### src/rtl/uart_frame_sched_if.sv
// uart_frame_sched_if: handshake bundle between the scan controller, the
// frame scheduler and the UART TX core. The slave modport is the scheduler's
// view. The master modport is the view of the surrounding environment, which
// drives the scan side and the UART idle flag.
interface uart_frame_sched_if;
  // Scan controller side
  logic        frame_start;
  logic        frame_end;
  logic        sample_valid;
  logic [31:0] adc_data;
  logic        sample_ready;
  // UART TX core side
  logic        tx_empty;
  logic        ld_tx_data;
  logic [7:0]  tx_data;
  logic        tx_enable;
  // Status
  logic        busy;
  logic        send_done;
  logic        frame_err;

  modport master (
    output frame_start, frame_end, sample_valid, adc_data, tx_empty,
    input  sample_ready, ld_tx_data, tx_data, tx_enable, busy, send_done,
           frame_err
  );

  modport slave (
    input  frame_start, frame_end, sample_valid, adc_data, tx_empty,
    output sample_ready, ld_tx_data, tx_data, tx_enable, busy, send_done,
           frame_err
  );
endinterface

### src/rtl/uart_frame_sched.sv
// uart_frame_sched: sequences the UART transmitter for one scan frame.
// Frame layout: HEAD_COUNT x HEAD_BYTE, BYTES_PER_SAMPLE bytes per sample
// (MSB first, HEAD_BYTE escaped to HEAD_BYTE-1), optional checksum, TAIL_BYTE.
// Define UART_FRAME_CHECKSUM_EN to add the XOR checksum byte before the tail.
module uart_frame_sched #(
  parameter int          BYTES_PER_SAMPLE = 3,
  parameter logic [7:0]  HEAD_BYTE        = 8'hFF,
  parameter int          HEAD_COUNT       = 2,
  parameter logic [7:0]  TAIL_BYTE        = 8'h0A
) (
  input  logic               clock,
  input  logic               reset,
  uart_frame_sched_if.slave  bus
);

  typedef enum logic [2:0] {
    IDLE, HEAD, DATA, TAIL, TX_LOAD, TX_GUARD, TX_WAIT
`ifdef UART_FRAME_CHECKSUM_EN
    , CSUM
`endif
  } state_t;

  localparam logic [2:0] HEAD_LAST = 3'(HEAD_COUNT);
  localparam logic [1:0] BYTE_LAST = 2'(BYTES_PER_SAMPLE - 1);

  state_t      state_q, state_d;
  state_t      ret_q, ret_d;        // state to resume after a byte is sent
  logic [7:0]  tx_data_q, tx_data_d;
  logic [2:0]  hdr_cnt_q, hdr_cnt_d;
  logic [1:0]  byte_idx_q;
  logic [31:0] buf_q;
  logic        buf_full_q;
  logic        pend_end_q;
  logic        frame_err_q;
`ifdef UART_FRAME_CHECKSUM_EN
  logic [7:0]  csum_q;
`endif

  logic        busy;
  logic        ld_strobe;
  logic        accept;
  logic        data_exit;
  logic [7:0]  cur_byte;

  // Data bytes equal to the header value are bumped down by one so the
  // receiver can always find the header.
  function automatic logic [7:0] esc(input logic [7:0] b);
    return (b == HEAD_BYTE) ? HEAD_BYTE - 8'd1 : b;
  endfunction

  assign busy      = (state_q != IDLE);
  assign ld_strobe = (state_q == TX_LOAD) && bus.tx_empty;
  assign accept    = bus.sample_valid && busy && !buf_full_q;
  assign data_exit = (state_q == DATA) && !buf_full_q && pend_end_q;
  // byte_idx 0 selects [31:24], 1 selects [23:16], and so on
  assign cur_byte  = buf_q[{~byte_idx_q, 3'b000} +: 8];

  assign bus.busy         = busy;
  assign bus.tx_enable    = busy;
  assign bus.sample_ready = busy && !buf_full_q;
  assign bus.ld_tx_data   = ld_strobe;
  assign bus.tx_data      = tx_data_q;
  assign bus.send_done    = (state_q == TX_WAIT) && bus.tx_empty && (ret_q == IDLE);
  assign bus.frame_err    = frame_err_q;

  // Next-state logic: each byte-producing state stages tx_data, records its
  // return state and hands off to the shared load/guard/wait sub-sequence.
  always_comb begin
    // NOTE: every signal gets a default first so no path can infer a latch.
    state_d   = state_q;
    ret_d     = ret_q;
    tx_data_d = tx_data_q;
    hdr_cnt_d = hdr_cnt_q;
    case (state_q)
      IDLE: begin
        if (bus.frame_start) begin
          state_d   = HEAD;
          hdr_cnt_d = 3'd0;
        end
      end
      HEAD: begin
        if (hdr_cnt_q == HEAD_LAST) begin
          state_d = DATA;
        end else begin
          tx_data_d = HEAD_BYTE;
          hdr_cnt_d = hdr_cnt_q + 3'd1;
          ret_d     = HEAD;
          state_d   = TX_LOAD;
        end
      end
      DATA: begin
        if (buf_full_q) begin
          tx_data_d = esc(cur_byte);
          ret_d     = DATA;
          state_d   = TX_LOAD;
        end else if (pend_end_q) begin
`ifdef UART_FRAME_CHECKSUM_EN
          state_d = CSUM;
`else
          state_d = TAIL;
`endif
        end
      end
`ifdef UART_FRAME_CHECKSUM_EN
      CSUM: begin
        tx_data_d = esc(csum_q);
        ret_d     = TAIL;
        state_d   = TX_LOAD;
      end
`endif
      TAIL: begin
        tx_data_d = TAIL_BYTE;
        ret_d     = IDLE;
        state_d   = TX_LOAD;
      end
      TX_LOAD:  if (bus.tx_empty) state_d = TX_GUARD;
      TX_GUARD: state_d = TX_WAIT;
      TX_WAIT:  if (bus.tx_empty) state_d = ret_q;
      default:  state_d = IDLE;
    endcase
  end

  // FSM registers and the staged output byte
  always_ff @(posedge clock) begin
    // NOTE: sequential state uses non-blocking assignments only, so every
    // register sees pre-edge values regardless of block ordering.
    if (reset) begin
      state_q   <= IDLE;
      ret_q     <= IDLE;
      tx_data_q <= 8'h00;
      hdr_cnt_q <= 3'd0;
    end else begin
      state_q   <= state_d;
      ret_q     <= ret_d;
      tx_data_q <= tx_data_d;
      hdr_cnt_q <= hdr_cnt_d;
    end
  end

  // Sample holding register: filled on handshake, released when the UART
  // takes the last byte of the sample, not when that byte is staged.
  always_ff @(posedge clock) begin
    if (reset) begin
      // NOTE: the data word is reset along with its valid flag; it is a
      // single register, so the cost is negligible and X never escapes.
      buf_q      <= 32'h0;
      buf_full_q <= 1'b0;
      byte_idx_q <= 2'd0;
    end else begin
      if (ld_strobe && ret_q == DATA) begin
        if (byte_idx_q == BYTE_LAST) begin
          byte_idx_q <= 2'd0;
          buf_full_q <= 1'b0;
        end else begin
          byte_idx_q <= byte_idx_q + 2'd1;
        end
      end
      if (accept) begin
        buf_q      <= bus.adc_data;
        buf_full_q <= 1'b1;
      end
    end
  end

  // Pending-end flag: remembers frame_end until the buffer has drained
  always_ff @(posedge clock) begin
    if (reset) begin
      pend_end_q <= 1'b0;
    end else if (!busy) begin
      pend_end_q <= 1'b0;
    end else if (bus.frame_end) begin
      pend_end_q <= 1'b1;
    end else if (data_exit) begin
      pend_end_q <= 1'b0;
    end
  end

  // Sticky protocol error: frame_start while busy or frame_end while idle
  always_ff @(posedge clock) begin
    if (reset) begin
      frame_err_q <= 1'b0;
    end else if ((bus.frame_start && busy) || (bus.frame_end && !busy)) begin
      frame_err_q <= 1'b1;
    end
  end

`ifdef UART_FRAME_CHECKSUM_EN
  // XOR of every transmitted data byte (post-escape); cleared when a frame opens
  always_ff @(posedge clock) begin
    if (reset) begin
      csum_q <= 8'h00;
    end else if (state_q == IDLE && bus.frame_start) begin
      csum_q <= 8'h00;
    end else if (ld_strobe && ret_q == DATA) begin
      csum_q <= csum_q ^ tx_data_q;
    end
  end
`endif

endmodule

### src/flat_wrapper.sv
// flat-port wrapper written by rule: the top's interface ports become plain ports
module uart_frame_sched_flat 
#(
  parameter int          BYTES_PER_SAMPLE = 3,
  parameter logic [7:0]  HEAD_BYTE        = 8'hFF,
  parameter int          HEAD_COUNT       = 2,
  parameter logic [7:0]  TAIL_BYTE        = 8'h0A
)
  (clock, reset, bus_frame_start, bus_frame_end, bus_sample_valid, bus_adc_data, bus_tx_empty, bus_sample_ready, bus_ld_tx_data, bus_tx_data, bus_tx_enable, bus_busy, bus_send_done, bus_frame_err);
  uart_frame_sched_if bus_i ();
  input  logic clock;
  input  logic reset;
  input wire logic [$bits(bus_i.frame_start)-1:0] bus_frame_start;
  input wire logic [$bits(bus_i.frame_end)-1:0] bus_frame_end;
  input wire logic [$bits(bus_i.sample_valid)-1:0] bus_sample_valid;
  input wire logic [$bits(bus_i.adc_data)-1:0] bus_adc_data;
  input wire logic [$bits(bus_i.tx_empty)-1:0] bus_tx_empty;
  output wire logic [$bits(bus_i.sample_ready)-1:0] bus_sample_ready;
  output wire logic [$bits(bus_i.ld_tx_data)-1:0] bus_ld_tx_data;
  output wire logic [$bits(bus_i.tx_data)-1:0] bus_tx_data;
  output wire logic [$bits(bus_i.tx_enable)-1:0] bus_tx_enable;
  output wire logic [$bits(bus_i.busy)-1:0] bus_busy;
  output wire logic [$bits(bus_i.send_done)-1:0] bus_send_done;
  output wire logic [$bits(bus_i.frame_err)-1:0] bus_frame_err;
  assign bus_i.frame_start = bus_frame_start;
  assign bus_i.frame_end = bus_frame_end;
  assign bus_i.sample_valid = bus_sample_valid;
  assign bus_i.adc_data = bus_adc_data;
  assign bus_i.tx_empty = bus_tx_empty;
  assign bus_sample_ready = bus_i.sample_ready;
  assign bus_ld_tx_data = bus_i.ld_tx_data;
  assign bus_tx_data = bus_i.tx_data;
  assign bus_tx_enable = bus_i.tx_enable;
  assign bus_busy = bus_i.busy;
  assign bus_send_done = bus_i.send_done;
  assign bus_frame_err = bus_i.frame_err;
  uart_frame_sched #(.BYTES_PER_SAMPLE(BYTES_PER_SAMPLE), .HEAD_BYTE(HEAD_BYTE), .HEAD_COUNT(HEAD_COUNT), .TAIL_BYTE(TAIL_BYTE)) u_core (.clock(clock), .reset(reset), .bus(bus_i));
endmodule
### config.mk
export PLATFORM = sky130hd
export DESIGN_NAME = uart_frame_sched_flat
export DESIGN_NICKNAME = d
export VERILOG_FILES = /design/src/rtl/uart_frame_sched_if.sv /design/src/rtl/uart_frame_sched.sv /design/src/flat_wrapper.sv
export SDC_FILE = /design/constraint.sdc
export NUM_CORES = 1
export LEC_CHECK = 0
export BUFFER_PORTS_ARGS = -buffer_cell sky130_fd_sc_hd__buf_2
export CAP_MARGIN = 40
export CORE_MARGIN = 8
export CORE_UTILIZATION = 54
export CTS_CLUSTER_SIZE = 8
export DETAILED_ROUTE_END_ITERATION = 10
export PLACE_DENSITY = 0.88
export SLEW_MARGIN = 40
export SYNTH_ARGS = -nofsm -noshare
export SYNTH_HDL_FRONTEND = slang
export SYNTH_SLANG_ARGS = --single-unit
### constraint.sdc
create_clock -name clock -period 2.18 [get_ports clock]
set_input_delay 0.109 -clock clock [delete_from_list [all_inputs] [get_ports clock]]
set_output_delay 0.109 -clock clock [all_outputs]
set_load 0.005 [all_outputs]
==> impl_metrics.py <==
metrics = {
    "clocking": {
        "cts-root-buf": "clkbuf_8",
        "cts_resized": 0,
        "clock-sinks": 53,
        "numCtsBuffers": 5,
        "hold_buffers": 0,
        "cts.htree.levels": 2,
        "clk_latency_ns": 0.30,
        "cts.path.max_buffers": 2,
        "clkSlewWorstSetupHoldPaths_ns": 0.09,
        "cts_setup_buffers": 0,
        "cts_tree": "built",
    },
    "logic_synthesis": {
        "synth-main-ff-cell": "dfxtp_1",
        "yosysUniqueCellTypes": 49,
        "syn_inst": 286,
        "avgSynthCellArea_sq_um": 9.047,
        "synth_top_area_cell": "dfxtp_1",
        "synth_fp_nets": 326,
        "ys_ff_latch": 53,
        "syn-cell-area_sq_um": 2587,
        "yosysSeqAreaShare": 0.4101,
        "synth_area_leaders": "dfxtp_1 (41%), nand2_1 (8.8%), a21oi_1 (6.6%)",
        "async_flop_share": 0,
        "synth_edf_count": 0,
        "yosysWarnings": 0,
        "synth_top_area_share": 0.4101,
    },
    "min_path": {
        "hold_class": "input port to flop",
        "min_path_cells": 3,
        "hold_path.startpoint": "bus_adc_data[8]",
        "whs_endpoint": "u_core.buf_q[8]",
    },
    "sta": {
        "hold_viol": 0,
        "finClkSkew_ns": 0.005700,
        "setup_viol": 0,
        "max-slew-margin-rel": 0.5108,
        "slew_violations": 0,
        "fin_tns_setup_ns": 0,
        "period_minus_slack_ns": 1.928,
        "finalCritPeriodShare": 0.8846,
        "rsz0062_at_grt": "no",
        "clock.fmax_ghz": 0.5186,
        "worstMarginPinSlew_ns": 0.7338,
    },
    "floorplan": {
        "dieWidth_um": 85.22,
        "fp.dieArea_sq_um": 7262,
        "start_util": 0.5552,
        "fp.dieH_um": 85.22,
        "ios": 52,
        "coreArea_sq_um": 4661,
        "rows": 25,
    },
    "finish": {
        "num_antenna_cells": 0,
        "fin_nets": 367,
        "fillCellCount": 419,
        "final_util": 0.6191,
        "syn_to_final_growth_pct": 11.51,
        "drive_above_1_share": 0.3272,
    },
    "routing": {
        "antenna_left": 0,
        "drc": 0,
        "routed_via_density": 5.619,
        "drt_iter0_drc": 143,
        "dr.pass1.iters": 4,
        "wl_um": 5825,
        "wl_per_cell_um": 15.29,
        "vias": 2141,
    },
    "power": {
        "power_leakage_nw": 1.114,
        "power_mw": 2.399,
        "vdd_drop_max_mv": 0.3984,
        "powerDensity_nw_per_um2": 831.3,
    },
    "worst_setup_path": {
        "critical_path.endpoint_type": "flop",
        "critical_path_class": "flop to flop",
        "required_ns": 2.33,
        "cp_cell_sequence": "mux4_1 -> nor2b_1 -> nor3_1 -> a221oi_2",
        "cp-start-kind": "flop",
        "r2r-end": "u_core.bus.tx_data[7]",
        "r2r_cells": 4,
        "crit_slowest_cell": "dfxtp_1",
        "reg2reg_from": "u_core.byte_idx_q[1]",
        "r2r_setup_slack_ns": 0.25,
        "slowest_delay_ns": 0.68,
        "crit_path_max_fanout": 12,
        "critical_path_arrival_ns": 2.08,
    },
    "global_routing": {
        "grt_pass1_wl_um": 9673,
        "grt_overflow_total": 0,
        "grt_usage": 0.1624,
        "grt_pass1_vias": 2076,
        "grt_antenna_before_repair": 0,
        "grt_max_degree": 35,
    },
    "placed_design": {
        "port_buffers": 51,
        "place_congestion": 0.8418,
        "hpwlAfterDp_um": 4274,
    },
    "job": {
        "maxCapViolCount": 0,
    },
    "run_status": {
        "outcome": "completed",
    },
}
==> sequential cells by signal, indices dropped and copies added, names as in the netlist <==
register and cells:
u_core.buf_full_q 1, u_core.buf_q 32, u_core.bus.frame_err 1, u_core.bus.tx_data 8
u_core.byte_idx_q 2, u_core.hdr_cnt_q 3, u_core.pend_end_q 1, u_core.ret_q 2
u_core.state_q 3
==> routing by layer <==
metal / wire, um / vias up / global-route usage
li1: - / 1068 / -
met1: 2563 / 1003 / 0.1946
met2: 2862 / 65 / 0.2763
met3: 335 / 5 / 0.04344
met4: 63 / 0 / 0.04693
met5: 0 / - / 0
==> cells in the final DEF (no fill, tap or decap), drive strengths merged, types with 3 or more instances in the layout <==
master	instances
nand2	71
inv	12
or3	3
buf	58
a221oi	4
clkbuf	7
nor3	9
nand3	3
a211oi	4
o21ai	9
nor2b	7
nor2	7
a21oi	44
a31oi	3
dfxtp	53
mux4	8
==> critical path, delay by kind of cell (launching register included) <==
kind / cells / cell delay, ns
AND/OR/NAND/NOR: 2 / 0.37
flip-flops: 1 / 0.68
AO/OA/AOI/OAI: 1 / 0.10
multiplexers: 1 / 0.65
==> cell families (layout without fill, tap and decap cells) <==
group,after synthesis,count (layout),synth area share
adder cells (fa/ha/maj),2,2,0.009670
AND/OR/NAND/NOR,115,115,0.2350
AO/OA/AOI/OAI,71,71,0.1886
buffers and inverters,36,77,0.08075
XOR/XNOR,1,1,0.003386
multiplexers,8,8,0.07253
flip-flops,53,53,0.4101
==> synth_stat cells, types with 6 or more instances <==
master    instances
buf_6             6
inv_1            10
mux4_2            6
nand2_2          10
clkbuf_1          9
dfxtp_1          53
nor2b_1           7
nor3_1            8
a21oi_1          34
a21oi_2          10
nor2_1            7
nand2_1          61
==> how the worst max path moves through the flow <==
stage / start / to / slack, ns / cells past startpoint
floorplan: u_core.hdr_cnt_q[0] / u_core.bus.tx_data[1] / 0.61 / 7
global route: u_core.byte_idx_q[1] / u_core.bus.tx_data[7] / 0.06 / 4
detailed placement: u_core.byte_idx_q[1] / u_core.bus.tx_data[7] / 0.25 / 4
global placement: u_core.byte_idx_q[1] / u_core.bus.tx_data[6] / 0.34 / 4
CTS: u_core.byte_idx_q[1] / u_core.bus.tx_data[7] / 0.23 / 4
finish: u_core.byte_idx_q[1] / u_core.bus.tx_data[7] / 0.25 / 4
==> through the flow <==
| step | hold WS (ns) | cells | area [sq um] | setup slack [ns] |
|---|---|---|---|---|
| 3_5_place_dp | 0.3539 | 374 | 2799 | 0.2477 |
| 5_1_grt | 0.03269 | 381 | 2885 | 0.05585 |
| 4_1_cts | 0.03134 | 381 | 2885 | 0.2264 |
| 2_1_floorplan | 0.2025 | 286 | 2587 | 0.6123 |
| 3_3_place_gp | 0.3490 | 374 | 2799 | 0.3448 |
| 6_report | 0.03501 | 381 | 2885 | 0.2517 |
==> power breakdown <==
group | switching, mW | total [mW] | internal (mW)
sequential | 0.0958 | 1.19 | 1.09
combinational | 0.383 | 0.664 | 0.281
clock | 0.295 | 0.548 | 0.252
total | 0.774 | 2.40 | 1.62
==> layout make-up <==
cell class	count	area, sq um	area share
clock buffer	7	86.33	0.02992
tap	54	67.56	0.02342
sequential	53	1061	0.3677
timing repair buffer	58	307.8	0.1067
multi-input combinational	197	1318	0.4566
inverter	12	45.04	0.01561
(Power assumes the default switching activity.)
